===== config.mk =====
export PLATFORM = sky130hd
export DESIGN_NAME = uart_tx_arbiter_flat
export DESIGN_NICKNAME = d
export VERILOG_FILES = /design/src/rtl/uart_tx_arbiter_if.sv /design/src/rtl/uart_tx_arbiter.sv /design/src/flat_wrapper.sv
export SDC_FILE = /design/constraint.sdc
export NUM_CORES = 1
export LEC_CHECK = 0
export ABC_CLOCK_PERIOD_IN_PS = 2600
export CORE_MARGIN = 8
export CORE_UTILIZATION = 55
export DETAILED_ROUTE_END_ITERATION = 8
export PLACE_DENSITY = 0.83
export SYNTH_ARGS = -nofsm -noshare
export SYNTH_HDL_FRONTEND = slang
export SYNTH_SLANG_ARGS = --single-unit

===== constraint.sdc =====
create_clock -name clk -period 2.6 [get_ports clk]
set_clock_uncertainty 0.05 [all_clocks]
set_input_delay 0.26 -clock clk [delete_from_list [all_inputs] [get_ports clk]]
set_output_delay 0.26 -clock clk [all_outputs]
set_load 0.1 [all_outputs]

===== src/rtl/uart_tx_arbiter_if.sv =====
// Byte-source handshake bundle shared by all requesters of uart_tx_arbiter.
// Sources drive valid/data (master); the arbiter returns a one-hot ready (slave).
interface uart_tx_arbiter_if #(
  parameter int unsigned NUM_REQ = 2
);
  logic [NUM_REQ-1:0]   req_valid;
  logic [8*NUM_REQ-1:0] req_data;
  logic [NUM_REQ-1:0]   req_ready;

  modport master (
    output req_valid,
    output req_data,
    input  req_ready
  );

  modport slave (
    input  req_valid,
    input  req_data,
    output req_ready
  );
endinterface


===== src/rtl/uart_tx_arbiter.sv =====
// Round-robin arbiter feeding a one-byte holding register and an 8N1/8N2
// UART frame sequencer paced by a one-cycle baud tick.
module uart_tx_arbiter #(
  parameter int unsigned NUM_REQ   = 2,
  parameter int unsigned STOP_BITS = 1,
  parameter int unsigned ID_W      = 1
) (
  input  logic             clk,
  input  logic             rst,
  input  logic             baud_tick_i,
  uart_tx_arbiter_if.slave req,
  output logic             tx_o,
  output logic             busy_o,
  output logic [ID_W-1:0]  grant_id_o
);

  localparam logic [1:0] ST_IDLE  = 2'd0;
  localparam logic [1:0] ST_START = 2'd1;
  localparam logic [1:0] ST_DATA  = 2'd2;
  localparam logic [1:0] ST_STOP  = 2'd3;

  localparam logic [1:0]      STOP_LAST  = 2'(STOP_BITS - 1);
  localparam logic [ID_W-1:0] LAST_RESET = ID_W'(NUM_REQ - 1);

  logic [1:0]      state_q,      state_d;
  logic            tx_q,         tx_d;
  logic [7:0]      shift_q,      shift_d;
  logic [2:0]      bit_cnt_q,    bit_cnt_d;
  logic [1:0]      stop_cnt_q,   stop_cnt_d;
  logic [ID_W-1:0] grant_id_q,   grant_id_d;
  logic [7:0]      hold_q,       hold_d;
  logic [ID_W-1:0] hold_id_q,    hold_id_d;
  logic            hold_valid_q, hold_valid_d;
  logic [ID_W-1:0] last_grant_q, last_grant_d;

  logic [NUM_REQ-1:0] ready;
  logic [ID_W-1:0]    pick_id;
  logic [7:0]         pick_data;
  logic               pick_found;
  logic               load;

  // Two passes give the wrap-around scan: first above last_grant, then from 0.
  // Ready is forced low while reset is asserted, even with valids present.
  always_comb begin
    ready      = '0;
    pick_id    = '0;
    pick_data  = '0;
    pick_found = 1'b0;
    if (!rst && !hold_valid_q) begin
      for (int unsigned i = 0; i < NUM_REQ; i++) begin
        if (!pick_found && (i > 32'(last_grant_q)) && req.req_valid[i]) begin
          pick_found = 1'b1;
          pick_id    = ID_W'(i);
          pick_data  = req.req_data[8*i +: 8];
          ready[i]   = 1'b1;
        end
      end
      for (int unsigned i = 0; i < NUM_REQ; i++) begin
        if (!pick_found && (i <= 32'(last_grant_q)) && req.req_valid[i]) begin
          pick_found = 1'b1;
          pick_id    = ID_W'(i);
          pick_data  = req.req_data[8*i +: 8];
          ready[i]   = 1'b1;
        end
      end
    end
  end

  assign req.req_ready = ready;

  always_comb begin
    state_d    = state_q;
    tx_d       = tx_q;
    shift_d    = shift_q;
    bit_cnt_d  = bit_cnt_q;
    stop_cnt_d = stop_cnt_q;
    grant_id_d = grant_id_q;
    load       = 1'b0;
    if (baud_tick_i) begin
      case (state_q)
        ST_IDLE: begin
          if (hold_valid_q) load = 1'b1;
        end
        ST_START: begin
          state_d   = ST_DATA;
          tx_d      = shift_q[0];
          shift_d   = {1'b0, shift_q[7:1]};
          bit_cnt_d = '0;
        end
        ST_DATA: begin
          if (bit_cnt_q != 3'd7) begin
            tx_d      = shift_q[0];
            shift_d   = {1'b0, shift_q[7:1]};
            bit_cnt_d = bit_cnt_q + 3'd1;
          end else begin
            state_d    = ST_STOP;
            tx_d       = 1'b1;
            stop_cnt_d = '0;
          end
        end
        default: begin
          if (stop_cnt_q != STOP_LAST) begin
            stop_cnt_d = stop_cnt_q + 2'd1;
          end else if (hold_valid_q) begin
            load = 1'b1;
          end else begin
            state_d = ST_IDLE;
          end
        end
      endcase
    end
    // A pending hold byte starts the next frame straight from IDLE or the last stop bit.
    if (load) begin
      state_d    = ST_START;
      tx_d       = 1'b0;
      shift_d    = hold_q;
      grant_id_d = hold_id_q;
    end
  end

  // load and transfer are exclusive: a transfer needs hold_valid_q low, load needs it high.
  always_comb begin
    hold_d       = hold_q;
    hold_id_d    = hold_id_q;
    hold_valid_d = hold_valid_q;
    last_grant_d = last_grant_q;
    if (load) hold_valid_d = 1'b0;
    if (pick_found) begin
      hold_d       = pick_data;
      hold_id_d    = pick_id;
      hold_valid_d = 1'b1;
      last_grant_d = pick_id;
    end
  end

  always_ff @(posedge clk or posedge rst) begin
    if (rst) begin
      state_q      <= ST_IDLE;
      tx_q         <= 1'b1;
      shift_q      <= '0;
      bit_cnt_q    <= '0;
      stop_cnt_q   <= '0;
      grant_id_q   <= '0;
      hold_q       <= '0;
      hold_id_q    <= '0;
      hold_valid_q <= 1'b0;
      last_grant_q <= LAST_RESET;
    end else begin
      state_q      <= state_d;
      tx_q         <= tx_d;
      shift_q      <= shift_d;
      bit_cnt_q    <= bit_cnt_d;
      stop_cnt_q   <= stop_cnt_d;
      grant_id_q   <= grant_id_d;
      hold_q       <= hold_d;
      hold_id_q    <= hold_id_d;
      hold_valid_q <= hold_valid_d;
      last_grant_q <= last_grant_d;
    end
  end

  assign tx_o       = tx_q;
  assign busy_o     = (state_q != ST_IDLE) | hold_valid_q;
  assign grant_id_o = grant_id_q;

endmodule


===== src/flat_wrapper.sv =====
// flat-port wrapper written by rule: the top's interface ports become plain ports
module uart_tx_arbiter_flat 
#(
  parameter int unsigned NUM_REQ   = 2,
  parameter int unsigned STOP_BITS = 1,
  parameter int unsigned ID_W      = 1
)
  (clk, rst, baud_tick_i, tx_o, busy_o, grant_id_o, req_req_valid, req_req_data, req_req_ready);
  uart_tx_arbiter_if #(.NUM_REQ(NUM_REQ)) req_i ();
  input  logic clk;
  input  logic rst;
  input  logic baud_tick_i;
  output logic tx_o;
  output logic busy_o;
  output logic [ID_W-1:0] grant_id_o;
  input wire logic [$bits(req_i.req_valid)-1:0] req_req_valid;
  input wire logic [$bits(req_i.req_data)-1:0] req_req_data;
  output wire logic [$bits(req_i.req_ready)-1:0] req_req_ready;
  assign req_i.req_valid = req_req_valid;
  assign req_i.req_data = req_req_data;
  assign req_req_ready = req_i.req_ready;
  uart_tx_arbiter #(.NUM_REQ(NUM_REQ), .STOP_BITS(STOP_BITS), .ID_W(ID_W)) u_core (.clk(clk), .rst(rst), .baud_tick_i(baud_tick_i), .req(req_i), .tx_o(tx_o), .busy_o(busy_o), .grant_id_o(grant_id_o));
endmodule

==> run_results.csv <==
group,metric,value,unit
critical_path,cpPeakStageDelay,0.60,ns
placement,routabilityCongestion,0.796,
sta,max_slew.worst_pin.slew,0.497,ns
floorplanning,ios,26,
floorplanning,initial_core_util,0.572,
synth,yosys.area.top_type,"dfrtp_1",
clock_tree,tritoncts,"built",
synth,synth_warnings,0,
critical_path,ff2ff_path_depth,6,
final_layout,diodes,0,
floorplanning,die-area,4420,sq um
global_route,antenna_found_initial,0,
global_route,grt_max_degree,26,
route,drt-pass1-iter-count,4,
clock_tree,cts_setup_buffers,0,
clock_tree,clock_latency,0.32,ns
route,drtAntennaViolNets,0,
clock_tree,clock_sinks,28,
power,power,1.72,mW
route,drcViolationCount,0,
status,status,"complete, no violations",
power,powerDensity,992,nW/um^2
floorplanning,rows,18,
floorplanning,die_w,66.5,um
critical_path,path_class,"in2out",
synth,synth_edf_count,0,
synth,synth_top_family_by_area,"compound AO/OA/AOI/OAI gates",
critical_path,cp_max_fo,12,
synth,synthFlopType,"dfrtp_1",
sta,clock.fmax,494,MHz
synth,synth_seq_cells,28,
synth,synth_nets,164,
route,drt_iter0_markers,46,
job,max_cap_violations,0,
clock_tree,htreeDepth,1,
final_layout,mostFrequentLayoutCells,"dfrtp_1 (26), nand2_1 (21), clkdlybuf4s50_1 (20)",
final_layout,num-fill-cells,189,
synth,yosysSeqAreaShare,0.501,
floorplanning,core_area,2450,sq um
clock_tree,cts_hold_buf,0,
synth,ys_top_cells_by_area,"dfrtp_1 (46%), ha_1 (7.1%), mux2i_1 (6.4%)",
placement,hpwl,2.11,mm
synth,netlist_instances,135,
sta,min_period,2.03,ns
synth,synth_compound_area_frac,0.183,
synth,synth_xor_area_frac,0,
critical_path,cp-end-kind,"primary output",
synth,muxShareOfSynthArea,0.0909,
synth,avgSynthCellArea,10.4,sq um
clock_tree,clk_pin_slew_worst_paths,0.14,ns
power,worst_ir_drop_vdd,841,uV
synth,yosysTopAreaCellShare,0.463,
route,wirelength,2.65,mm
global_route,grt_pass1_wl,4.54,mm
sta,fin_crit_sh,0.779,
critical_path,reg2reg_to,"u_core.shift_q[3]",
route,dr_total_vias,1037,
critical_path,ff2ff_setup_slack,0.75,ns
clock_tree,clock-root-buffer,"clkbuf_4",
sta,tns,0,ns
synth,synth_adder_area_share,0.0713,
sta,relSlewSlack,0.669,
global_route,grt_pass1_vias,1121,
critical_path,reg2reg_from,"u_core.state_q[0]",
sta,finalWorstSetupSlack,0.574,ns
route,wl_per_cell,13.9,um
placement,pre_cts_ws,0.575,ns
critical_path,cp.required,2.29,ns
synth,synth_cell_types,32,
final_layout,drive_above_1_share,0.124,
synth,synthSimpleGateAreaFrac,0.109,
synth,synthArstFlopShare,1.00,
floorplanning,die_h,66.5,um
sta,rsz0062_at_grt,"no",
global_route,grt_usage,0.128,
critical_path,slowest_stage,"clkdlybuf4s50_1",
power,power.leakage,0.811,nW
global_route,overflow,0,
sta,drv_slew,0,
sta,finalHoldViolCount,0,
min_path,hold_class,"in2async",
critical_path,worst_setup_path_start_kind,"input pin",
critical_path,crit_chain,"clkdlybuf4s50_1 > a21boi_2 > and2_1 > buf_12",
sta,finalSetupViolCount,0,
clock_tree,cts_resized,0,
synth,syn_area,1400,sq um
final_layout,nets,191,
final_layout,layout_commonest_cell,"dfrtp_1",
route,via_per_inst,5.43,
placement,io_buffers,25,
clock_tree,cts-buffers-inserted,3,
clock_tree,cts_buffer_depth,2,
final_layout,syn_to_final_growth,23.2,%
critical_path,crit_arrival,1.72,ns
==> power breakdown <==
| group | total [mW] | internal (mW) | switching (mW) |
|---|---|---|---|
| Sequential | 0.708 | 0.604 | 0.104 |
| Combinational | 0.805 | 0.296 | 0.509 |
| Clock | 0.203 | 0.0856 | 0.118 |
| Total | 1.72 | 0.985 | 0.731 |
==> metal layers <==
metal  part of all wire  vias up  global-route usage
li1                   -      533                   -
met1               0.50      477               0.159
met2               0.46       25               0.209
met3              0.043        2              0.0369
met4             0.0045        0              0.0400
met5                  0        -                   0
==> cells in the mapped netlist, types with 2 or more instances <==
master / count
dfrtp_1: 26
nand2_1: 21
o21ai_0: 12
mux2i_1: 9
a32oi_1: 8
ha_1: 8
inv_1: 8
o21ai_1: 7
a21oi_1: 3
a22o_1: 3
buf_2: 3
nor2_1: 3
a21o_1: 2
clkbuf_1: 2
dfstp_2: 2
mux2_2: 2
==> kinds of logic (layout without fill, tap and decap cells) <==
group / count (synthesis) / after routing
compound gates: 39 / 39
simple gates: 34 / 34
flops: 28 / 28
buf+inv: 14 / 40
mux: 12 / 12
fa+ha+maj: 8 / 8
==> sequential cells by signal (all words and copies together), names as in the netlist <==
register	flops
u_core.shift_q	8
u_core.state_q	2
u_core.stop_cnt_q	2
u_core.hold_valid_q	1
u_core.tx_o	1
u_core.grant_id_o	1
u_core.hold_q	8
u_core.bit_cnt_q	3
u_core.hold_id_q	1
u_core.last_grant_q	1
==> layout make-up <==
class | count | area [sq um] | share of cell area
inverters | 8 | 30.0 | 0.0174
multi-input cells | 93 | 637 | 0.368
well taps | 30 | 37.5 | 0.0217
repair buffers | 28 | 285 | 0.165
clock buffers | 4 | 36.3 | 0.0210
flip-flops and latches | 28 | 703 | 0.407
==> critical path, delay by kind of cell <==
family          cells  cell delay, ns
buf+inv             2            0.79
compound gates      1            0.40
simple gates        1            0.25
==> worst max-delay path by stage <==
stage / startpoint / end / slack, ns / cells past startpoint
floorplan: u_core.last_grant_q / req_req_ready[0] / 0.61 / 3
global placement: req_req_valid[0] / req_req_ready[1] / 0.63 / 4
detailed placement: req_req_valid[0] / req_req_ready[1] / 0.57 / 4
CTS: req_req_valid[0] / req_req_ready[1] / 0.56 / 4
global route: req_req_valid[0] / req_req_ready[1] / 0.48 / 4
finish: req_req_valid[0] / req_req_ready[1] / 0.57 / 4
==> through the flow <==
step           instances  instance area [sq um]  hold WS, ns   util
2_1_floorplan        135                   1400        0.274      -
3_3_place_gp         187                   1690        0.412  0.690
3_5_place_dp         187                   1690        0.421  0.690
4_1_cts              191                   1730       0.0949  0.704
5_1_grt              191                   1730       0.0918  0.704
6_report             191                   1730       0.0977  0.704
No activity file was read; power rests on OpenSTA's default activity.
